--- config.mk ---
export PLATFORM = sky130hd
export DESIGN_NAME = div_issue_ctrl_flat
export DESIGN_NICKNAME = d
export VERILOG_FILES = /design/src/rtl/div_issue_ctrl_if.sv /design/src/rtl/div_issue_ctrl.sv /design/src/flat_wrapper.sv
export SDC_FILE = /design/constraint.sdc
export NUM_CORES = 1
export LEC_CHECK = 0
export BUFFER_PORTS_ARGS = -buffer_cell sky130_fd_sc_hd__buf_4
export CAP_MARGIN = 20
export CORE_MARGIN = 3
export CORE_UTILIZATION = 44
export CTS_CLUSTER_DIAMETER = 60
export CTS_CLUSTER_SIZE = 16
export DETAILED_ROUTE_END_ITERATION = 7
export PLACE_DENSITY = 0.87
export SYNTH_ARGS = -nofsm -noshare
export SYNTH_HDL_FRONTEND = slang
export SYNTH_SLANG_ARGS = --single-unit
--- constraint.sdc ---
create_clock -name clk -period 2.8 [get_ports clk]
set_clock_uncertainty 0.05 [all_clocks]
set_input_delay 0.56 -clock clk [delete_from_list [all_inputs] [get_ports clk]]
set_output_delay 0.56 -clock clk [all_outputs]
set_load 0.03 [all_outputs]
--- src/rtl/div_issue_ctrl_if.sv ---
// Handshake between the EX-stage divide initiator and the multi-cycle divider.
// The master side issues start/annul with latched operands; the slave returns ready and result.
interface div_issue_ctrl_if #(
    parameter int DATA_W = 32
);
    logic                  div_start_o;
    logic                  div_annul_o;
    logic [5:0]            div_op_o;
    logic [DATA_W-1:0]     div_opdata1_o;
    logic [DATA_W-1:0]     div_opdata2_o;
    logic                  div_ready_i;
    logic [2*DATA_W-1:0]   div_result_i;

    modport master (
        output div_start_o,
        output div_annul_o,
        output div_op_o,
        output div_opdata1_o,
        output div_opdata2_o,
        input  div_ready_i,
        input  div_result_i
    );

    modport slave (
        input  div_start_o,
        input  div_annul_o,
        input  div_op_o,
        input  div_opdata1_o,
        input  div_opdata2_o,
        output div_ready_i,
        output div_result_i
    );
endinterface

--- src/rtl/div_issue_ctrl.sv ---
// EX-stage initiator for the multi-cycle divider: latches operands, holds start until the
// result arrives, writes HI/LO with a one-cycle pulse, and aborts on flush or watchdog timeout.
module div_issue_ctrl #(
    parameter int         DATA_W         = 32,
    parameter int         TIMEOUT_CYCLES = 48,
    parameter logic [5:0] DIV_CONTROL    = 6'b011010,
    parameter logic [5:0] DIVU_CONTROL   = 6'b011011
) (
    input  logic              clk,
    input  logic              rst,
    input  logic [5:0]        op_i,
    input  logic [DATA_W-1:0] opdata1_i,
    input  logic [DATA_W-1:0] opdata2_i,
    input  logic              flush_i,
    div_issue_ctrl_if.master  div,
    output logic              stall_req_o,
    output logic              hilo_we_o,
    output logic [DATA_W-1:0] hi_o,
    output logic [DATA_W-1:0] lo_o,
    output logic              div_err_o
);

    localparam int CNT_W = $clog2(TIMEOUT_CYCLES + 1);
    localparam logic [CNT_W-1:0] WD_LAST = CNT_W'(TIMEOUT_CYCLES - 1);

    typedef enum logic [1:0] {
        S_IDLE,
        S_WAIT,
        S_DONE
    } state_t;

    state_t            state;
    logic [CNT_W-1:0]  wd_cnt;
    logic              start_q;
    logic [5:0]        op_q;
    logic [DATA_W-1:0] opdata1_q;
    logic [DATA_W-1:0] opdata2_q;
    logic              div_req;
    logic              wd_hit;

    assign div_req = ((op_i == DIV_CONTROL) || (op_i == DIVU_CONTROL)) && !flush_i;
    assign wd_hit  = (wd_cnt == WD_LAST);

    always_ff @(posedge clk) begin
        if (!rst) begin
            state     <= S_IDLE;
            wd_cnt    <= '0;
            start_q   <= 1'b0;
            hilo_we_o <= 1'b0;
            div_err_o <= 1'b0;
            op_q      <= '0;
            opdata1_q <= '0;
            opdata2_q <= '0;
            hi_o      <= '0;
            lo_o      <= '0;
        end else begin
            hilo_we_o <= 1'b0;
            case (state)
                S_IDLE: begin
                    if (div_req) begin
                        op_q      <= op_i;
                        opdata1_q <= opdata1_i;
                        opdata2_q <= opdata2_i;
                        wd_cnt    <= '0;
                        start_q   <= 1'b1;
                        state     <= S_WAIT;
                    end
                end
                S_WAIT: begin
                    // Flush outranks a same-cycle ready so a killed divide never writes HI/LO.
                    if (flush_i) begin
                        start_q <= 1'b0;
                        state   <= S_IDLE;
                    end else if (div.div_ready_i) begin
                        hi_o      <= div.div_result_i[2*DATA_W-1:DATA_W];
                        lo_o      <= div.div_result_i[DATA_W-1:0];
                        start_q   <= 1'b0;
                        hilo_we_o <= 1'b1;
                        state     <= S_DONE;
                    end else if (wd_hit) begin
                        div_err_o <= 1'b1;
                        start_q   <= 1'b0;
                        state     <= S_IDLE;
                    end else begin
                        wd_cnt <= wd_cnt + CNT_W'(1);
                    end
                end
                S_DONE: begin
                    // Start stays low here so the divider falls back to its free state
                    // before any following request can raise it again.
                    state <= S_IDLE;
                end
                default: begin
                    start_q <= 1'b0;
                    state   <= S_IDLE;
                end
            endcase
        end
    end

    assign div.div_start_o   = start_q;
    assign div.div_annul_o   = (state == S_WAIT) &&
                               (flush_i || (!div.div_ready_i && wd_hit));
    assign div.div_op_o      = op_q;
    assign div.div_opdata1_o = opdata1_q;
    assign div.div_opdata2_o = opdata2_q;

    assign stall_req_o = ((state == S_IDLE) && div_req) ||
                         ((state == S_WAIT) && !div.div_ready_i && !flush_i) ||
                         ((state == S_DONE) && div_req);

endmodule

--- src/flat_wrapper.sv ---
// flat-port wrapper written by rule: the top's interface ports become plain ports
module div_issue_ctrl_flat 
#(
    parameter int         DATA_W         = 32,
    parameter int         TIMEOUT_CYCLES = 48,
    parameter logic [5:0] DIV_CONTROL    = 6'b011010,
    parameter logic [5:0] DIVU_CONTROL   = 6'b011011
)
  (clk, rst, op_i, opdata1_i, opdata2_i, flush_i, stall_req_o, hilo_we_o, hi_o, lo_o, div_err_o, div_div_start_o, div_div_annul_o, div_div_op_o, div_div_opdata1_o, div_div_opdata2_o, div_div_ready_i, div_div_result_i);
  div_issue_ctrl_if #(.DATA_W(DATA_W)) div_i ();
  input  logic clk;
  input  logic rst;
  input  logic [5:0] op_i;
  input  logic [DATA_W-1:0] opdata1_i;
  input  logic [DATA_W-1:0] opdata2_i;
  input  logic flush_i;
  output logic stall_req_o;
  output logic hilo_we_o;
  output logic [DATA_W-1:0] hi_o;
  output logic [DATA_W-1:0] lo_o;
  output logic div_err_o;
  output wire logic [$bits(div_i.div_start_o)-1:0] div_div_start_o;
  output wire logic [$bits(div_i.div_annul_o)-1:0] div_div_annul_o;
  output wire logic [$bits(div_i.div_op_o)-1:0] div_div_op_o;
  output wire logic [$bits(div_i.div_opdata1_o)-1:0] div_div_opdata1_o;
  output wire logic [$bits(div_i.div_opdata2_o)-1:0] div_div_opdata2_o;
  input wire logic [$bits(div_i.div_ready_i)-1:0] div_div_ready_i;
  input wire logic [$bits(div_i.div_result_i)-1:0] div_div_result_i;
  assign div_div_start_o = div_i.div_start_o;
  assign div_div_annul_o = div_i.div_annul_o;
  assign div_div_op_o = div_i.div_op_o;
  assign div_div_opdata1_o = div_i.div_opdata1_o;
  assign div_div_opdata2_o = div_i.div_opdata2_o;
  assign div_i.div_ready_i = div_div_ready_i;
  assign div_i.div_result_i = div_div_result_i;
  div_issue_ctrl #(.DATA_W(DATA_W), .TIMEOUT_CYCLES(TIMEOUT_CYCLES), .DIV_CONTROL(DIV_CONTROL), .DIVU_CONTROL(DIVU_CONTROL)) u_core (.clk(clk), .rst(rst), .op_i(op_i), .opdata1_i(opdata1_i), .opdata2_i(opdata2_i), .flush_i(flush_i), .div(div_i), .stall_req_o(stall_req_o), .hilo_we_o(hilo_we_o), .hi_o(hi_o), .lo_o(lo_o), .div_err_o(div_err_o));
endmodule
After elaboration in Yosys (flattened, before gate mapping)
Index checks and enable logic that the tools add are counted.
Storage, ports and cells
  logic and storage cells: 64
  flip-flop bits (word level): 145
  output and inout port bits: 139
  input bits: 138
Operators by class
  equal/unequal tests: 10
  bitwise logic cells: 5
  multiplexer cells: 16
  add/sub/neg operators: 1
  reduce and logical (&&, ||, !) cells: 22
Operators with widths (number)
  6-bit 2-to-1 mux: 4
  6-bit by 5-bit equality test with 1-bit output (second input constant): 2
  6-bit case mux with 2 select lines: 1
  2-bit 2-to-1 mux: 4
  1-bit logical AND: 7
  6-bit by 1-bit adder with 6-bit output (second input constant): 1
  6-bit equality test (second input constant): 1
  2-bit != test (second input constant): 3
  3-bit AND reduction: 2
  1-bit 2-to-1 mux: 5
  1-bit inverter: 5
  5-bit AND reduction: 1
  1-bit logical OR: 4
  4-bit by 3-bit != test with 1-bit output (second input constant): 1
  2-bit case mux with 2 select lines: 1
  2-bit AND reduction: 2
  4-bit AND reduction: 1
  1-bit case mux with 3 select lines: 1
  3-bit OR reduction: 1
  2-bit by 1-bit equality test with 1-bit output (second input constant): 1
  2-bit equality test (second input constant): 1
  1-bit zero test: 2
  2-bit zero test: 1
  2-bit by 1-bit != test with 1-bit output (second input constant): 1
  2-bit nonzero test: 1

Depth between registers and ports, before layout
  depth after elaboration: 6
  depth in mapped cells: 7
  mapped depth without buffers: 5

Worst setup path after synthesis
OpenSTA, ideal clock, no wires.
  path type: reg2out
  start point: reg u_core.wd_cnt[0]
  end point: out div_div_annul_o
  path buffers: 1
  setup slack: 0.502 ns
  cell stages (with the launch flop): 6
  arrival: 1.688 ns
  data required time: 2.190 ns
  path through: dfxtp_1 > ha_1 > and3_2 > clkbuf_1 > a31oi_1 > nor3_1
Between the ends
  longest elaborated chain between the ends: 4
Ends and longest elaborated chain
  start, declared: line div_issue_ctrl.sv:33  | logic [CNT_W-1:0] wd_cnt;
  start signal, assigned: line div_issue_ctrl.sv:85  | wd_cnt <= wd_cnt + CNT_W'(1);
  6-bit equality test: line div_issue_ctrl.sv:42  | assign wd_hit = (wd_cnt == WD_LAST);
  1-bit logical AND: line div_issue_ctrl.sv:103  | (flush_i || (!div.div_ready_i && wd_hit));
  1-bit logical OR: line div_issue_ctrl.sv:103
  1-bit logical AND: line div_issue_ctrl.sv:102  | assign div.div_annul_o = (state == S_WAIT) &&
  end, declared: line flat_wrapper.sv:23  | output wire logic [$bits(div_i.div_annul_o)-1:0] div_div_annul_o;
No other way between the ends.

Final worst setup path
Ends and elaborated chain as after synthesis.

==> results.md <==
* Crit. Startpoint: u_core.wd_cnt[0]
* Yosys warnings at 0
* Global placement routability congestion at about 0.78
* Chip width at between 100 and 150 µm
* Tcrit/Tclk final at 81.4%
* Post-synthesis sequential area ratio at a little under three fifths
* Post-CTS Setup Inserts at 0
* Routed len/inst at 14.8 µm
* Clock Path Buffers at 2
* Final HPWL DP at between 10000 and 15000 µm
* RSZ-0062 raised after global routing: no
* Outcome: completed
* Row Count at 38
* Vias in the first global route at about 4800
* Initial Utilization at ~46%
* Placed insts at 1013
* CTS buffer count at 17
* Hold Violations, Final at 0
* Largest net degree at the start of global routing at 95
* Hold path startpoint: div_div_result_i[51]
* Crit Path Category: flip-flop to output pin
* Hold Crit Class: input pin to flip-flop
* Post-route ant nets at 0
* Layout cells sized above 1 at between 30% and 40%
* GRT overflow at 0
* Crit end category: output pin
* Req. time, crit path at between 2 and 2.5 ns
* Total Nets Final at a little over 1000
* Worst slew pin tran at 0.689 ns
* Critical path arrival at about 1.7 ns
* First-pass GRT wire length at about 24000 µm
* Mean area per synthesized cell at approximately 8 µm²
* Cell Area, Synth at 5100 µm²
* Max Cap Viol at 0
* Gr usage total at about a quarter
* Most frequent cells in the layout: buf_4, nand2_1, dfxtp_1, a21oi_1, clkbuf_16
* CORE AREA at 11100 µm²
* P_leak at 3.33 nW
* Hold_ws at 0.337 ns
* Num Clock Sinks at around 150
* Final Non-Filler Cells at 1044
* Cts hold-fix bufs at 0
* Setup TNS at 0 ns
* F_max at ~440 MHz
* Final core occ at a little under three quarters
* Antenna cells at 0
* Reg clk slew, reported paths at 0.06 ns
* Syn Nets at just under 800
* CTS tree: done
* Initial antenna violation count at 0
* Crit-path max FO at 7
* Initial DRC count at around 420
* Complex-gate fraction of the synthesized area at between 10% and 20%
* Slew HR at a little over half
* Reg2reg start: u_core.state[1]
* Ports at ~280
* IO Port Bufs at about 280
* Synthesis-to-finish area growth at 54.4%
* GR peak layer: met2
* Routed wire length at 15500 µm
* Setup violations, final at 0
* Adder-cell share of the synthesized area at less than 1%
* Post-synthesis xor/xnor area fraction at 0%
* Root buf cell: clkbuf_16
* Worst vdd ir at 0.519 mV
* Total Die Area at 12900 µm²
* H-tree Lvls at 4
* GRT met1 Usage at roughly a quarter
* Tmin final at between 2 and 2.5 ns
* DR vias/cell at roughly 4.9
* Fill count at about 870
* Main combinational cell family by area after synthesis: simple AND/OR/NAND/NOR gates
* Vias at between 5000 and 6000
* Met3 GRT Util at 9.60%
* Mux contribution to synthesized area at less than 1%
* Leading cell type in the layout, fill and taps excluded: buf_4
* Drt drc at 0
* Final worst slack at around 0.52 ns
* Distinct cells, synth at 33
* PD cells at approximately 600 nW/µm²
* Startpoint Class: flip-flop
* Dpl ws at approximately 0.65 ns
* Clk Latency, worst-skew pair at 0.41 ns
* Yosys reg bits at roughly 150
* Die H at roughly 110 µm
* Met2 usage at 38.7%
* DR pass1 iterations at 6
* Synth Instances at approximately 640
* Simple-gate area share of the yosys netlist at between 20% and 30%
* Post_cts resized at 0
* Slew Viols, Final at 0
[per-layer routing]
metal / part of all wire (%) / wire length, µm
met1: 38 / 5880
met2: 49 / 7520
met3: 11 / 1670
met4: 2.4 / 373
met5: 0 / 0
[metrics by stage]
step,instance area [µm²],power [mW]
final,7880,4.75
after CTS,7880,4.79
after floorplan,5100,2.19
after global routing,7880,4.91
after detailed placement,7240,2.37
after global placement,7240,2.37
[state kept, by name, indices dropped and copies added (netlist names)]
register,flops
u_core.div.div_opdata1_o,32
u_core.div.div_opdata2_o,32
u_core.hi_o,32
u_core.lo_o,32
u_core.div.div_op_o,6
u_core.wd_cnt,6
u_core.state,2
u_core.div.div_start_o,1
u_core.div_err_o,1
u_core.hilo_we_o,1
[cell usage after synthesis]
cell type  instances  area [µm²]
clkbuf_1          22        82.6
a41oi_1            2        17.5
a2111oi_0          1        8.76
and3_1             3        18.8
a31oi_1            5        31.3
nand2b_1           3        18.8
nand3_1            2        10.0
and3_2             1        7.51
nand2_2            1        6.26
buf_4              3        22.5
a21oi_1          134         671
inv_1              3        11.3
nand4_1            1        6.26
mux2i_1            1        10.0
and4bb_2           1        12.5
nand2_1          263         987
buf_1              6        22.5
o21ai_0            1        5.00
nand4b_1           1        8.76
nand3b_1           1        7.51
nor3_1             2        10.0
or4b_4             1        13.8
and2_1             1        6.26
o31ai_1            1        7.51
and2b_2            2        17.5
ha_1               1        12.5
nor2_1            10        37.5
nor4_4             1        21.3
nor4b_2            1        15.0
dfxtp_1          145        2900
a21o_2             1        8.76
buf_2             13        65.1
a211oi_4           1        20.0
[report_power, final]
group          leakage, nW  switching, mW  total [mW]  internal, mW
clock                0.310          0.835        2.43          1.59
combinational         1.86          0.103       0.248         0.145
sequential            1.17        0.00474        2.08          2.07
total                 3.33          0.942        4.75          3.81
[logic make-up (layout without fill, tap and decap cells)]
logic type               after synthesis  in the layout
AO/OA/AOI/OAI                        146            146
adder cells (fa/ha/maj)                1              1
buffers and inverters                 47            316
flip-flops                           145            145
multiplexers                           1              1
AND/OR/NAND/NOR                      295            295
[path summary, 6_finish.rpt]
path / depth (start not counted) / slack, ns / to
worst min-delay path: 3 / 0.34 / u_core.hi_o[19]
worst max register to register: 5 / 0.98 / u_core.hi_o[20]
worst max-delay path: 5 / 0.52 / div_div_annul_o
worst min register to register: 2 / 0.40 / u_core.hi_o[29]
[worst max-delay path, cell delays in order (launching register included)]
cell     delay [ns]
dfxtp_1        0.36
ha_1           0.19
and3_2         0.28
a31oi_1        0.10
nor3_1         0.14
buf_4          0.19
[area by class of cell]
class | count | area, µm² | share of cell area [%]
flip-flops and latches | 145 | 2900 | 36.8
repair buffers | 282 | 2150 | 27.4
multi-input cells | 443 | 2000 | 25.4
clock buffers | 20 | 447 | 5.67
clock inverters | 11 | 186 | 2.37
well taps | 140 | 175 | 2.22
inverters | 3 | 13.8 | 0.175
Power figures use the tool's default switching activity.
